### src/rtl/cpu_seq_pkg.sv
// -----------------------------------------------------------------------------
// cpu_seq_pkg
// Shared types and constants for the multi-cycle RV32I sequencing controller.
//   seq_state_t   : FSM state encoding. The values are visible on the debug
//                   'state' port, so they must not be renumbered.
//   OP_*          : the nine RV32I major opcodes the core accepts.
//   TC_*          : trap_cause codes.
//   op_is_legal() : returns 1 when a 7-bit major opcode is one of OP_*.
// -----------------------------------------------------------------------------
package cpu_seq_pkg;

    typedef enum logic [2:0] {
        S_IDLE   = 3'd0,
        S_FETCH  = 3'd1,
        S_DECODE = 3'd2,
        S_EXEC   = 3'd3,
        S_MEM    = 3'd4,
        S_WB     = 3'd5,
        S_TRAP   = 3'd6
    } seq_state_t;

    localparam logic [6:0] OP_R      = 7'b0110011;
    localparam logic [6:0] OP_I      = 7'b0010011;
    localparam logic [6:0] OP_LOAD   = 7'b0000011;
    localparam logic [6:0] OP_STORE  = 7'b0100011;
    localparam logic [6:0] OP_BRANCH = 7'b1100011;
    localparam logic [6:0] OP_JAL    = 7'b1101111;
    localparam logic [6:0] OP_JALR   = 7'b1100111;
    localparam logic [6:0] OP_LUI    = 7'b0110111;
    localparam logic [6:0] OP_AUIPC  = 7'b0010111;

    localparam logic [1:0] TC_NONE    = 2'b00;
    localparam logic [1:0] TC_ILLEGAL = 2'b01;
    localparam logic [1:0] TC_IBUS    = 2'b10;
    localparam logic [1:0] TC_DBUS    = 2'b11;

    function automatic logic op_is_legal(input logic [6:0] op);
        logic legal;
        legal = 1'b0;
        case (op)
            OP_R, OP_I, OP_LOAD, OP_STORE, OP_BRANCH,
            OP_JAL, OP_JALR, OP_LUI, OP_AUIPC: legal = 1'b1;
            default:                           legal = 1'b0;
        endcase
        return legal;
    endfunction

endpackage

### src/rtl/bus_timeout_cnt.sv
// -----------------------------------------------------------------------------
// bus_timeout_cnt
// Counts the wait cycles of one outstanding bus request and flags expiry.
// Ports:
//   clk, rst  : clock and asynchronous active-low reset.
//   req       : a request is outstanding this cycle.
//   ack       : the request completes this cycle.
//   clr       : the owning FSM changes state this cycle; restart the count.
//   limit     : number of request cycles allowed; 0 disables expiry.
//   expired   : combinational; high in the request cycle that reaches limit.
//               Held low when ack is present, so a late ack always wins.
// -----------------------------------------------------------------------------
module bus_timeout_cnt #(
    parameter int TO_W = 8
) (
    input  logic            clk,
    input  logic            rst,
    input  logic            req,
    input  logic            ack,
    input  logic            clr,
    input  logic [TO_W-1:0] limit,
    output logic            expired
);

    logic [TO_W-1:0] cnt_reg;

    always_ff @(posedge clk or negedge rst) begin
        if (!rst) begin
            cnt_reg <= '0;
        end else if (clr || ack || !req) begin
            cnt_reg <= '0;
        end else begin
            cnt_reg <= cnt_reg + TO_W'(1);
        end
    end

    // cnt_reg holds the number of completed wait cycles, so the current cycle
    // is request cycle cnt_reg+1. Expire when that reaches the limit.
    assign expired = (limit != '0) && req && !ack && (cnt_reg == limit - TO_W'(1));

endmodule

### src/rtl/cpu_core_seq.sv
// -----------------------------------------------------------------------------
// cpu_core_seq
// Multi-cycle FETCH/DECODE/EXEC/MEM/WB sequencer for the RV32I core. Owns the
// instruction register and produces per-stage strobes for the datapath.
// Instruction and data memories use req/ack handshakes with arbitrary waits,
// guarded by a request timeout that traps the core.
//
// Optional feature: define CPU_CORE_SEQ_PERF_EN to add the cyc_cnt and
// instret_cnt performance counters (and their output ports).
//
// Ports:
//   clk         : core clock, rising edge.
//   rst         : asynchronous, active-low reset.
//   halt        : hold the core in IDLE before the next fetch.
//   i_req/i_ack : instruction fetch handshake; iData valid with i_ack.
//   ir          : latched instruction register.
//   d_req/d_ack : data memory handshake; d_wr_en marks stores.
//   ld_en       : latch load data into the datapath load register.
//   reg_wr_en   : register file write strobe.
//   pc_en       : PC update strobe.
//   trap        : sticky fault indicator (core is in TRAP).
//   trap_cause  : 00 none, 01 illegal opcode, 10 i-bus timeout, 11 d-bus timeout.
//   state       : current FSM state, for debug.
//   cyc_cnt, instret_cnt : performance counters (CPU_CORE_SEQ_PERF_EN only).
// -----------------------------------------------------------------------------
module cpu_core_seq
    import cpu_seq_pkg::*;
#(
    parameter int XLEN        = 32,
    parameter int TIMEOUT_CYC = 16,
    parameter int TO_W        = 8,
    parameter int CNT_W       = 32
) (
    input  logic            clk,
    input  logic            rst,
    input  logic            halt,
    output logic            i_req,
    input  logic            i_ack,
    input  logic [XLEN-1:0] iData,
    output logic [XLEN-1:0] ir,
    output logic            d_req,
    output logic            d_wr_en,
    input  logic            d_ack,
    output logic            ld_en,
    output logic            reg_wr_en,
    output logic            pc_en,
    output logic            trap,
    output logic [1:0]      trap_cause,
    output logic [2:0]      state
`ifdef CPU_CORE_SEQ_PERF_EN
    ,
    output logic [CNT_W-1:0] cyc_cnt,
    output logic [CNT_W-1:0] instret_cnt
`endif
);

    localparam logic [TO_W-1:0] TO_LIMIT = TO_W'(TIMEOUT_CYC);

    seq_state_t      state_reg, state_next;
    logic [1:0]      cause_reg, cause_next;
    logic [XLEN-1:0] ir_reg;
    logic [6:0]      opcode;
    logic            is_load, is_store, is_branch;
    logic            to_ack, to_clr, to_expired;

    assign opcode    = ir_reg[6:0];
    assign is_load   = (opcode == OP_LOAD);
    assign is_store  = (opcode == OP_STORE);
    assign is_branch = (opcode == OP_BRANCH);

    // ---------------------------------------------------------------- state
    always_ff @(posedge clk or negedge rst) begin
        if (!rst) begin
            state_reg <= S_IDLE;
            cause_reg <= TC_NONE;
            ir_reg    <= '0;
        end else begin
            state_reg <= state_next;
            cause_reg <= cause_next;
            if (state_reg == S_FETCH && i_ack) begin
                ir_reg <= iData;
            end
        end
    end

    // ------------------------------------------------- next state / strobes
    always_comb begin
        state_next = state_reg;
        cause_next = cause_reg;
        i_req      = 1'b0;
        d_req      = 1'b0;
        d_wr_en    = 1'b0;
        ld_en      = 1'b0;
        reg_wr_en  = 1'b0;
        pc_en      = 1'b0;
        case (state_reg)
            S_IDLE: begin
                if (!halt) state_next = S_FETCH;
            end
            S_FETCH: begin
                i_req = 1'b1;
                // ack takes priority over a same-cycle expiry
                if (i_ack) begin
                    state_next = S_DECODE;
                end else if (to_expired) begin
                    state_next = S_TRAP;
                    cause_next = TC_IBUS;
                end
            end
            S_DECODE: begin
                if (!op_is_legal(opcode)) begin
                    state_next = S_TRAP;
                    cause_next = TC_ILLEGAL;
                end else begin
                    state_next = S_EXEC;
                end
            end
            S_EXEC: begin
                if (is_branch) begin
                    pc_en      = 1'b1;
                    state_next = S_IDLE;
                end else if (is_load || is_store) begin
                    state_next = S_MEM;
                end else begin
                    state_next = S_WB;
                end
            end
            S_MEM: begin
                d_req   = 1'b1;
                d_wr_en = is_store;
                if (d_ack) begin
                    if (is_store) begin
                        pc_en      = 1'b1;
                        state_next = S_IDLE;
                    end else begin
                        ld_en      = 1'b1;
                        state_next = S_WB;
                    end
                end else if (to_expired) begin
                    state_next = S_TRAP;
                    cause_next = TC_DBUS;
                end
            end
            S_WB: begin
                reg_wr_en  = 1'b1;
                pc_en      = 1'b1;
                state_next = S_IDLE;
            end
            S_TRAP: begin
                // absorbing: only reset leaves TRAP
            end
            default: begin
                state_next = S_IDLE;
            end
        endcase
    end

    // ---------------------------------------------------------- bus timeout
    // One counter serves both buses; at most one request is ever outstanding.
    assign to_ack = ((state_reg == S_FETCH) && i_ack) || ((state_reg == S_MEM) && d_ack);
    assign to_clr = (state_next != state_reg);

    bus_timeout_cnt #(
        .TO_W (TO_W)
    ) u_timeout (
        .clk     (clk),
        .rst     (rst),
        .req     (i_req | d_req),
        .ack     (to_ack),
        .clr     (to_clr),
        .limit   (TO_LIMIT),
        .expired (to_expired)
    );

    assign ir         = ir_reg;
    assign trap       = (state_reg == S_TRAP);
    assign trap_cause = cause_reg;
    assign state      = state_reg;

`ifdef CPU_CORE_SEQ_PERF_EN
    // ---------------------------------------------------- perf counters
    always_ff @(posedge clk or negedge rst) begin
        if (!rst) begin
            cyc_cnt     <= '0;
            instret_cnt <= '0;
        end else begin
            if (!((state_reg == S_IDLE) && halt) && (state_reg != S_TRAP)) begin
                cyc_cnt <= cyc_cnt + CNT_W'(1);
            end
            if (pc_en) begin
                instret_cnt <= instret_cnt + CNT_W'(1);
            end
        end
    end
`endif

endmodule

### config.mk
export PLATFORM = sky130hd
export DESIGN_NAME = cpu_core_seq
export DESIGN_NICKNAME = d
export VERILOG_FILES = /design/src/rtl/cpu_seq_pkg.sv /design/src/rtl/bus_timeout_cnt.sv /design/src/rtl/cpu_core_seq.sv
export SDC_FILE = /design/constraint.sdc
export NUM_CORES = 1
export LEC_CHECK = 0
export ABC_AREA = 1
export ABC_CLOCK_PERIOD_IN_PS = 2500
export CAP_MARGIN = 20
export CORE_ASPECT_RATIO = 0.9
export CORE_MARGIN = 2
export CORE_UTILIZATION = 30
export CTS_CLUSTER_DIAMETER = 200
export DETAILED_ROUTE_END_ITERATION = 6
export SYNTH_ARGS = -nofsm -noshare
export SYNTH_HDL_FRONTEND = slang
export SYNTH_SLANG_ARGS = --single-unit
export TNS_END_PERCENT = 5
### constraint.sdc
create_clock -name clk -period 2.5 [get_ports clk]
set_input_delay 0.625 -clock clk [delete_from_list [all_inputs] [get_ports clk]]
set_output_delay 0.625 -clock clk [all_outputs]
set_load 0.03 [all_outputs]
# After elaboration in Yosys (flattened, before gate mapping)
# Cells that the tools add are included.
[word_totals]
out_inout_bits = 44
ramBits = 0
romBits = 0
mem_count = 0
word_cells = 71
regBits = 45
latch_bits = 0
[classes]
div_mod_pow = 0
addsub = 1
n_bitwise = 1
n_mul = 0
shift = 0
mux = 29
n_eq_ne = 22
magnitude_cmp = 0
reduce_logical = 14
[ops]
columns = ["op", "count"]
rows = [
  ["7-bit by 6-bit equality test with 1-bit output, second input constant", 3],
  ["7-bit equality test, second input constant", 3],
  ["3-bit 2-to-1 mux", 7],
  ["3-bit case mux with 6 select lines", 1],
  ["7-bit by 5-bit equality test with 1-bit output, second input constant", 2],
  ["1-bit 2-to-1 mux", 13],
  ["2-bit 2-to-1 mux", 5],
  ["2-bit inequality test, second input constant", 5],
  ["3-bit equality test, second input constant", 3],
  ["9-bit OR reduction", 1],
  ["8-bit by 1-bit adder with 8-bit output, second input constant", 1],
  ["8-bit by 4-bit equality test with 1-bit output, second input constant", 1],
  ["8-bit 2-to-1 mux", 1],
  ["7-bit by 2-bit equality test with 1-bit output, second input constant", 1],
  ["3-bit by 2-bit equality test with 1-bit output, second input constant", 2],
  ["2-bit case mux with 3 select lines", 1],
  ["6-bit AND reduction", 1],
  ["1-bit logical AND", 4],
  ["1-bit logical OR", 4],
  ["3-bit by 1-bit equality test with 1-bit output, second input constant", 1],
  ["3-bit zero test", 1],
  ["3-bit inequality test", 1],
  ["1-bit case mux with 3 select lines", 1],
  ["3-bit nonzero test", 1],
  ["other kinds (2)", 3],
]

# Longest topological paths before layout
# Gate-level depths: netlist of the first run.
[depth]
depth_word = 13
ltp_mapped = 10
ltp_nobuf = 10

# Cells and area by module
# From an unflattened synthesis of the first run, not the netlist that was laid out.
[unflattened]
hier_cells = 272
area_unflattened_um2 = 2507.4
[by_module_without_submodules]
columns = ["mod", "instances", "seq_area_each_um2", "cells_each", "area_per_inst_um2"]
rows = [
  ["cpu_core_seq", 1, 925.9, 166, 1846.8],
  ["bus_timeout_cnt", 1, 200.2, 106, 660.6],
]

# Least setup slack after synthesis of the first run
# No wires, ideal clock.
[synth_timing]
path_kind = "flip-flop to output port"
from = "register ir_reg[1] (netlist: ir[1])"
to = "output pc_en"
t_arrival_ns = 1.657
slack_ns = 0.218
path_stages_with_launch = 7
required_time_ns = 1.875
path_cell_list = "dfrtp_1 > nand2_1 > nor3_1 > nand3_1 > nor2_1 > inv_1 > o221ai_1"
[synth_via]
elab_chain_len = 4
[synth_lines]
columns = ["item", "line_no", "rtl"]
rows = [
  ["start, declared", "cpu_core_seq.sv:61", "logic [XLEN-1:0] ir_reg;"],
  ["start signal, assigned", "cpu_core_seq.sv:81", "ir_reg <= iData;"],
  ["7-bit by 6-bit equality test with 1-bit output", "cpu_core_seq.sv:68", "assign is_store = (opcode == OP_STORE);"],
  ["1-bit 2-to-1 mux", "cpu_core_seq.sv:132", "if (is_store) begin"],
  ["1-bit 2-to-1 mux", "cpu_core_seq.sv:131", "if (d_ack) begin"],
  ["1-bit case mux with 3 select lines (*)", "cpu_core_seq.sv:96", "case (state_reg)"],
  ["end, declared", "cpu_core_seq.sv:46", "output logic pc_en,"],
]
# Every way passes the cells marked *; elsewhere a longest branch is shown, timed or not.

# Worst setup path in the final report of the first run
[layout_timing]
from = "register state_reg[0] (netlist: state[0])"
to = "output trap"
[layout_via]
elab_chain_len = 1
[layout_lines]
columns = ["item", "line_no", "rtl"]
rows = [
  ["start, declared", "cpu_core_seq.sv:59", "seq_state_t state_reg, state_next;"],
  ["start signal, assigned", "cpu_core_seq.sv:78", "state_reg <= state_next;"],
  ["3-bit equality test", "cpu_core_seq.sv:176", "assign trap = (state_reg == S_TRAP);"],
  ["end, declared", "cpu_core_seq.sv:47", "output logic trap,"],
]
# No other way between the ends.

==> key figures, run 1 <==
Outcome
  • Outcome: complete, no violations

Pwr
  • Clock power share: 0.157
  • Pwr Density: 1203 nW/um^2
  • Flop pwr share: 0.325
  • Int Pwr: 0.002059 W
  • Gate power share: 0.518
  • Worst ir drop on vdd: approximately 490 uV
  • LEAKAGE: 1.501 nW
  • Final Power: between 0.003 and 0.004 W
  • P_sw: 0.001603 W
  • Switching Share: 0.4378

Floorplan
  • Die Wd: between 90 and 100 um
  • Die Area: 7418 um^2
  • Initial core utilization: 0.3088
  • Die Height: slightly above 80 um
  • Ports: 81
  • Core ar.: 6551 um^2
  • Core Rows: 28

CTS
  • H-tree depth: 2
  • Clock Tree Buf Depth: 2
  • CTS Buf Count: 5
  • Hold buffers post-CTS: 0
  • Clock sinks: 45
  • TritonCTS clock tree: yes
  • CTS clk-pin slew, worst paths: 0.08 ns
  • Root Buffer: clkbuf_8
  • Clk Latency, worst-skew pair: ~0.3 ns

Route
  • # DRC: 0
  • Drt wl/cell: 11.59 um
  • Drt via density: 4.279
  • Final antenna-violating net count: 0
  • First-pass detailed-route iteration total: 4
  • Via Count: roughly 1800
  • Total wire length: approximately 4900 um
  • Initial DRC Count: 76

Global route
  • Met1 Usage GRT: 0.1658
  • Initial antenna violation count: 0
  • Met3 usage: 0.04312
  • GRT Residual Overflow: 0
  • M2 GR Usage: 0.2321
  • First-pass GRT wire length: 8073 um
  • Gr busiest metal: met2
  • Total GRT Usage: 0.1357
  • Largest net degree at the start of global routing: 46
  • Vias in the first global route: 1775

Timing
  • RSZ-0062 raised after global routing: false
  • FMAX: 412.7 MHz
  • Slew Limit Fails: 0
  • Clock skew: 0.006899 ns
  • Final period demand of the worst path: 2.423 ns
  • Final hold vios: 0
  • Final setup margin: 0.07688 ns
  • Final Cycle Share: 0.9692
  • Hold Slack: 0.4025 ns
  • Final setup violation count: 0
  • Slew margin rel.: 0.6110
  • Worst-margin pin slew: 0.5835 ns
  • Total negative slack: 0 ns

Synthesis
  • Register area share after synthesis: 0.5566
  • Cell Area, Synth: 2023 um^2
  • Synthesized instance count: approximately 240
  • Synth top area share: 0.5566
  • Post-Syn Area per Cell: 8.292 um^2
  • YS warnings: 0
  • Syn_nets: 282
  • Top cells by area, synth: dfrtp_1 (56%), nand2_1 (20%), nor2_2 (3.1%)
  • Post-synthesis register bit count: 45
  • Netlist cell types: 25
  • Area leader, netlist: dfrtp_1

Worst setup path
  • Required @ worst endpoint: 1.88 ns
  • Crit path cell chain: inv_1, nand2_1, nor2_1, clkdlybuf4s50_1
  • CP startpoint kind: flip-flop
  • CP max stage delay: 0.70 ns
  • Crit path DAT: 1.80 ns
  • CP Class: reg2out
  • Crit Path Max Fanout: 7
  • Crit-path slowest cell: clkdlybuf4s50_1
  • CP endpoint kind: primary output

Placed design
  • Placer Congestion: 0.9072
  • PortBufs: 80
  • Place WS: 0.1694 ns
  • Hpwl dp: 3408 um

Finish
  • FILL cells: 650
  • # diodes: 0
  • P&R area growth vs syn: 50.53%
  • Flip-flop count of the largest register after layout: 32
  • Final Net Count: 366
  • Most frequent cells in the layout: nand2_1 (110), clkdlybuf4s50_1 (74), dfrtp_1 (45)
  • Layout cell share with drive strength beyond 1: 0.1155
  • Commonest non-fill, non-tap cell in the layout: nand2_1

Worst hold path
  • Worst hold path class: in2async

Flow run
  • MaxCap Viol Count: 0
synthesized netlist by cell type:
cell       number
xor2_1          3
dfrtp_1        45
nand2_2         3
o211ai_1        1
nand4_2         2
nor3_1          2
inv_1          16
or2_2           1
inv_2           3
nand4_1         1
o2111ai_1       1
buf_2           6
nor2_2         10
o221ai_1        1
nand3_1         8
and2_1          1
o21ai_1         2
nor2_1         16
ha_1            1
nand2_1       110
nand3_2         1
xnor2_1         2
nand2_4         1
o21ai_0         4
a21oi_1         3
area by class of cell:
class	count	area, um^2	share of cell area
clock buffers	6	82.58	0.02712
clock inverters	2	37.54	0.01233
inverters	19	71.32	0.02342
multi-input cells	174	803.3	0.2638
flip-flops and latches	45	1126	0.3698
well taps	90	112.6	0.03698
repair buffers	83	812.0	0.2666
final timing paths:
kind / from / endpoint / slack (ns) / depth (start not counted)
worst max-delay path: state[0]$_DFF_PN0_ / trap / 0.08 / 4
worst max register to register: u_timeout.cnt_reg[0]$_DFF_PN0_ / u_timeout.cnt_reg[6]$_DFF_PN0_ / 0.76 / 10
max in group asynchronous: rst / u_timeout.cnt_reg[0]$_DFF_PN0_ / 1.70 / 2
worst min-delay path: rst / ir[4]$_DFFE_PN0P_ / 0.40 / 2
min in group clk: ir[7]$_DFFE_PN0P_ / ir[7]$_DFFE_PN0P_ / 0.48 / 2
worst min register to register: ir[7]$_DFFE_PN0P_ / ir[7]$_DFFE_PN0P_ / 0.48 / 2
metrics by stage:
step                      instance area (um^2)  utilization  instances
after floorplan                           2023            -        244
after global placement                    2917       0.4452        411
after detailed placement                  2917       0.4452        411
after CTS                                 3035       0.4633        419
after global routing                      3045       0.4649        419
final                                     3045       0.4649        419
what timing repair did:
action                                  in CTS  in global routing
gates resized for setup                      1                  3
endpoints found under the setup margin       1                  2
buffers inserted                             0                  0
pin swaps                                    0                  1
per-layer routing:
layer / vias up / part of all wire
li1: 915 / -
met1: 819 / 0.47
met2: 53 / 0.45
met3: 6 / 0.073
met4: 0 / 0.011
met5: - / 0
kinds of logic (layout without fill, tap and decap cells):
logic type	after synthesis	after routing	share of synthesized area
adders and majority gates	1	1	0.006183
xor gates and xnor gates	5	5	0.02165
and+or+nand+nor	156	156	0.3309
DFF	45	45	0.5566
AOI/OAI and AO/OA	12	12	0.03463
buffers and inverters	25	110	0.05009
worst max-delay path, delay by kind of cell (launching register included):
kind / cells / cell delay, ns
flip-flops: 1 / 0.48
buffers and inverters: 2 / 0.80
AND/OR/NAND/NOR: 2 / 0.22
power groups by stage:
stage	combinational (W)	sequential [W]	clock, W
after floorplan	0.000632	0.00169	0
final	0.00190	0.00119	0.000577
after global placement	0.00191	0.00120	0
after CTS	0.00192	0.00119	0.000599
after global routing	0.00205	0.00123	0.000621
after detailed placement	0.00192	0.00119	0
Power figures use the tool's default switching activity.
==> inputs of run 2 (changes only) <==
- CORE_MARGIN: 2 -> unset
==> run 2 against run 1 <==
  * Sequential share of layout area is 0.47 points higher
  * Largest power group unchanged
  * Critical path type unchanged
  * Highest routed layer unchanged
  * First-iteration DRC count is 17% higher
  * Clock skew is 0.0012 ns higher
  * Hold slack worse by 0.011 ns
  * Global-route usage is 1.1 points higher
  * Fmax is 1.4% higher
==> key figures, run 2 (synthesized netlist as in run 1, its figures left out) <==
Route
  • Routed wl met3: 410 um (was 355 um)
  • Wl on met1: 2249 um (was 2273 um)
  • Via Count: 1836 (was 1793)
  • Initial DRC Count: 89 (was 76)
  • Highest routed layer: met4 (unchanged)
  • Final antenna-violating net count: 0 (unchanged)
  • Total wire length: 4689 um (was 4856 um)
  • WL met2: 1964 um (was 2173 um)
  • # DRC: 0 (unchanged)
  • Drt wl/cell: 11.22 um (was 11.59 um)
  • Drt via density: 4.392 (was 4.279)
  • First-pass detailed-route iteration total: 5 (was 4)

Placed design
  • PortBufs: 80 (unchanged)
  • Place WS: 0.1859 ns (was 0.1694 ns)
  • Placer Congestion: 0.8501 (was 0.9072)
  • Hpwl dp: 3213 um (was 3408 um)

CTS
  • Clock Tree Buf Depth: 2 (unchanged)
  • Post-CTS Resized: 0 (was 1)
  • CTS Buf Count: 5 (unchanged)
  • CTS clk-pin slew, worst paths: 0.08 ns (about the same)
  • Root Buffer: clkbuf_8 (unchanged)
  • H-tree depth: 2 (unchanged)
  • Post-CTS Setup Repair Bufs: 0 (unchanged)
  • Clk Latency, worst-skew pair: 0.30 ns (about the same)
  • Clock sinks: 45 (unchanged)
  • TritonCTS clock tree: yes (unchanged)
  • Hold buffers post-CTS: 0 (unchanged)

Floorplan
  • Core ar.: 6551 um^2 (unchanged)
  • Initial core utilization: 0.3088 (unchanged)
  • Die Height: 79.91 um (was 81.91 um)
  • Core Rows: 28 (unchanged)
  • Ports: 81 (unchanged)
  • Die Area: 7077 um^2 (was 7418 um^2)
  • Die Wd: 88.57 um (was 90.57 um)

Finish
  • # diodes: 0 (unchanged)
  • P&R area growth vs syn: 48.79% (was 50.53%)
  • Final Net Count: 366 (unchanged)
  • Fin util: 0.4595 (was 0.4649)
  • Flip-flop count of the largest register after layout: 32 (unchanged)
  • Layout cell share with drive strength beyond 1: 0.1128 (was 0.1155)
  • Most frequent cells in the layout: nand2_1 (110), clkdlybuf4s50_1 (74), dfrtp_1 (44) (was nand2_1 (110), clkdlybuf4s50_1 (74), dfrtp_1 (45))
  • Commonest non-fill, non-tap cell in the layout: nand2_1 (unchanged)

Timing
  • RSZ-0062 raised after global routing: true (was false)
  • Final setup margin: 0.1097 ns (was 0.07688 ns)
  • Final Cycle Share: 0.9561 (was 0.9692)
  • Final period demand of the worst path: 2.390 ns (was 2.423 ns)
  • Final hold vios: 0 (unchanged)
  • Final setup violation count: 0 (unchanged)
  • Worst-margin pin slew: 0.5898 ns (was 0.5835 ns)
  • Slew margin rel.: 0.6068 (was 0.6110)
  • FMAX: 418.4 MHz (was 412.7 MHz)
  • Slew Limit Fails: 0 (unchanged)
  • Hold Slack: 0.3911 ns (was 0.4025 ns)
  • Clock skew: 0.008066 ns (was 0.006899 ns)

Flow run
  • MaxCap Viol Count: 0 (unchanged)

Global route
  • First-pass GRT wire length: 7893 um (was 8073 um)
  • GRT Residual Overflow: 0 (unchanged)
  • Largest net degree at the start of global routing: 46 (unchanged)
  • Total GRT Usage: 0.1462 (was 0.1357)
  • Initial antenna violation count: 0 (unchanged)
  • Vias in the first global route: 1699 (was 1775)

Worst hold path
  • Worst hold path class: in2async (unchanged)

Worst setup path
  • CP endpoint kind: primary output (unchanged)
  • Crit Path Max Fanout: 6 (was 7)
  • Crit path DAT: 1.77 ns (was 1.80 ns)
  • Required @ worst endpoint: 1.88 ns (about the same)
  • CP startpoint kind: flip-flop (unchanged)
  • CP Class: reg2out (unchanged)

Pwr
  • Pwr Density: 1171 nW/um^2 (was 1203 nW/um^2)
  • Worst ir drop on vdd: 501.4 uV (was 490.9 uV)
  • Final Power: 0.003525 W (was 0.003663 W)
  • LEAKAGE: 1.492 nW (was 1.501 nW)

Outcome
  • Outcome: complete, no violations (unchanged)
-- run 2: routing by layer --
| layer | up-vias | global-route usage |
|---|---|---|
| li1 | 912 | - |
| met1 | 845 | 0.2026 |
| met2 | 70 | 0.2054 |
| met3 | 9 | 0.05895 |
| met4 | 0 | 0.04677 |
| met5 | - | 0 |
-- run 2: final timing paths --
check | start | endpoint | slack [ns] | cells after the start
setup / recovery | state[1]$_DFF_PN0_ | i_req | 0.11 | 4
hold / removal | rst | ir[4]$_DFFE_PN0P_ | 0.39 | 2
setup reg to reg | u_timeout.cnt_reg[0]$_DFF_PN0_ | u_timeout.cnt_reg[2]$_DFF_PN0_ | 0.78 | 10
hold reg to reg | trap_cause[1]$_DFFE_PN0P_ | trap_cause[1]$_DFFE_PN0P_ | 0.48 | 2
max in group asynchronous | rst | state[0]$_DFF_PN0_ | 1.68 | 2
min in group clk | trap_cause[1]$_DFFE_PN0P_ | trap_cause[1]$_DFFE_PN0P_ | 0.48 | 2
-- run 2: per-stage QoR --
stage / instances / TNS [ns] / instance area (um^2)
2_1_floorplan: 244 / 0 / 2023
3_3_place_gp: 411 / 0 / 2917
3_5_place_dp: 411 / 0 / 2917
4_1_cts: 418 / 0 / 3002
5_1_grt: 418 / -0.07362 / 3010
6_report: 418 / 0 / 3010
-- run 2: power breakdown --
part	switching [W]	internal, W
clock	0.000241	0.000193
combinational	0.00115	0.000743
sequential	0.000197	0.000996
-- run 2: critical path, stage by stage, from the launching register on --
cell	delay, ns
dfrtp_1	0.46
inv_2	0.15
nand3_2	0.14
inv_1	0.07
clkdlybuf4s50_1	0.66
-- run 2: area by class of cell --
class / instances / area (um^2)
inverters: 19 / 71.32
flip-flops and latches: 45 / 1127
multi-input cells: 174 / 798.3
well taps: 90 / 112.6
clock inverters: 2 / 16.27
clock buffers: 5 / 68.82
fillers: 648 / 3541
repair buffers: 83 / 815.8
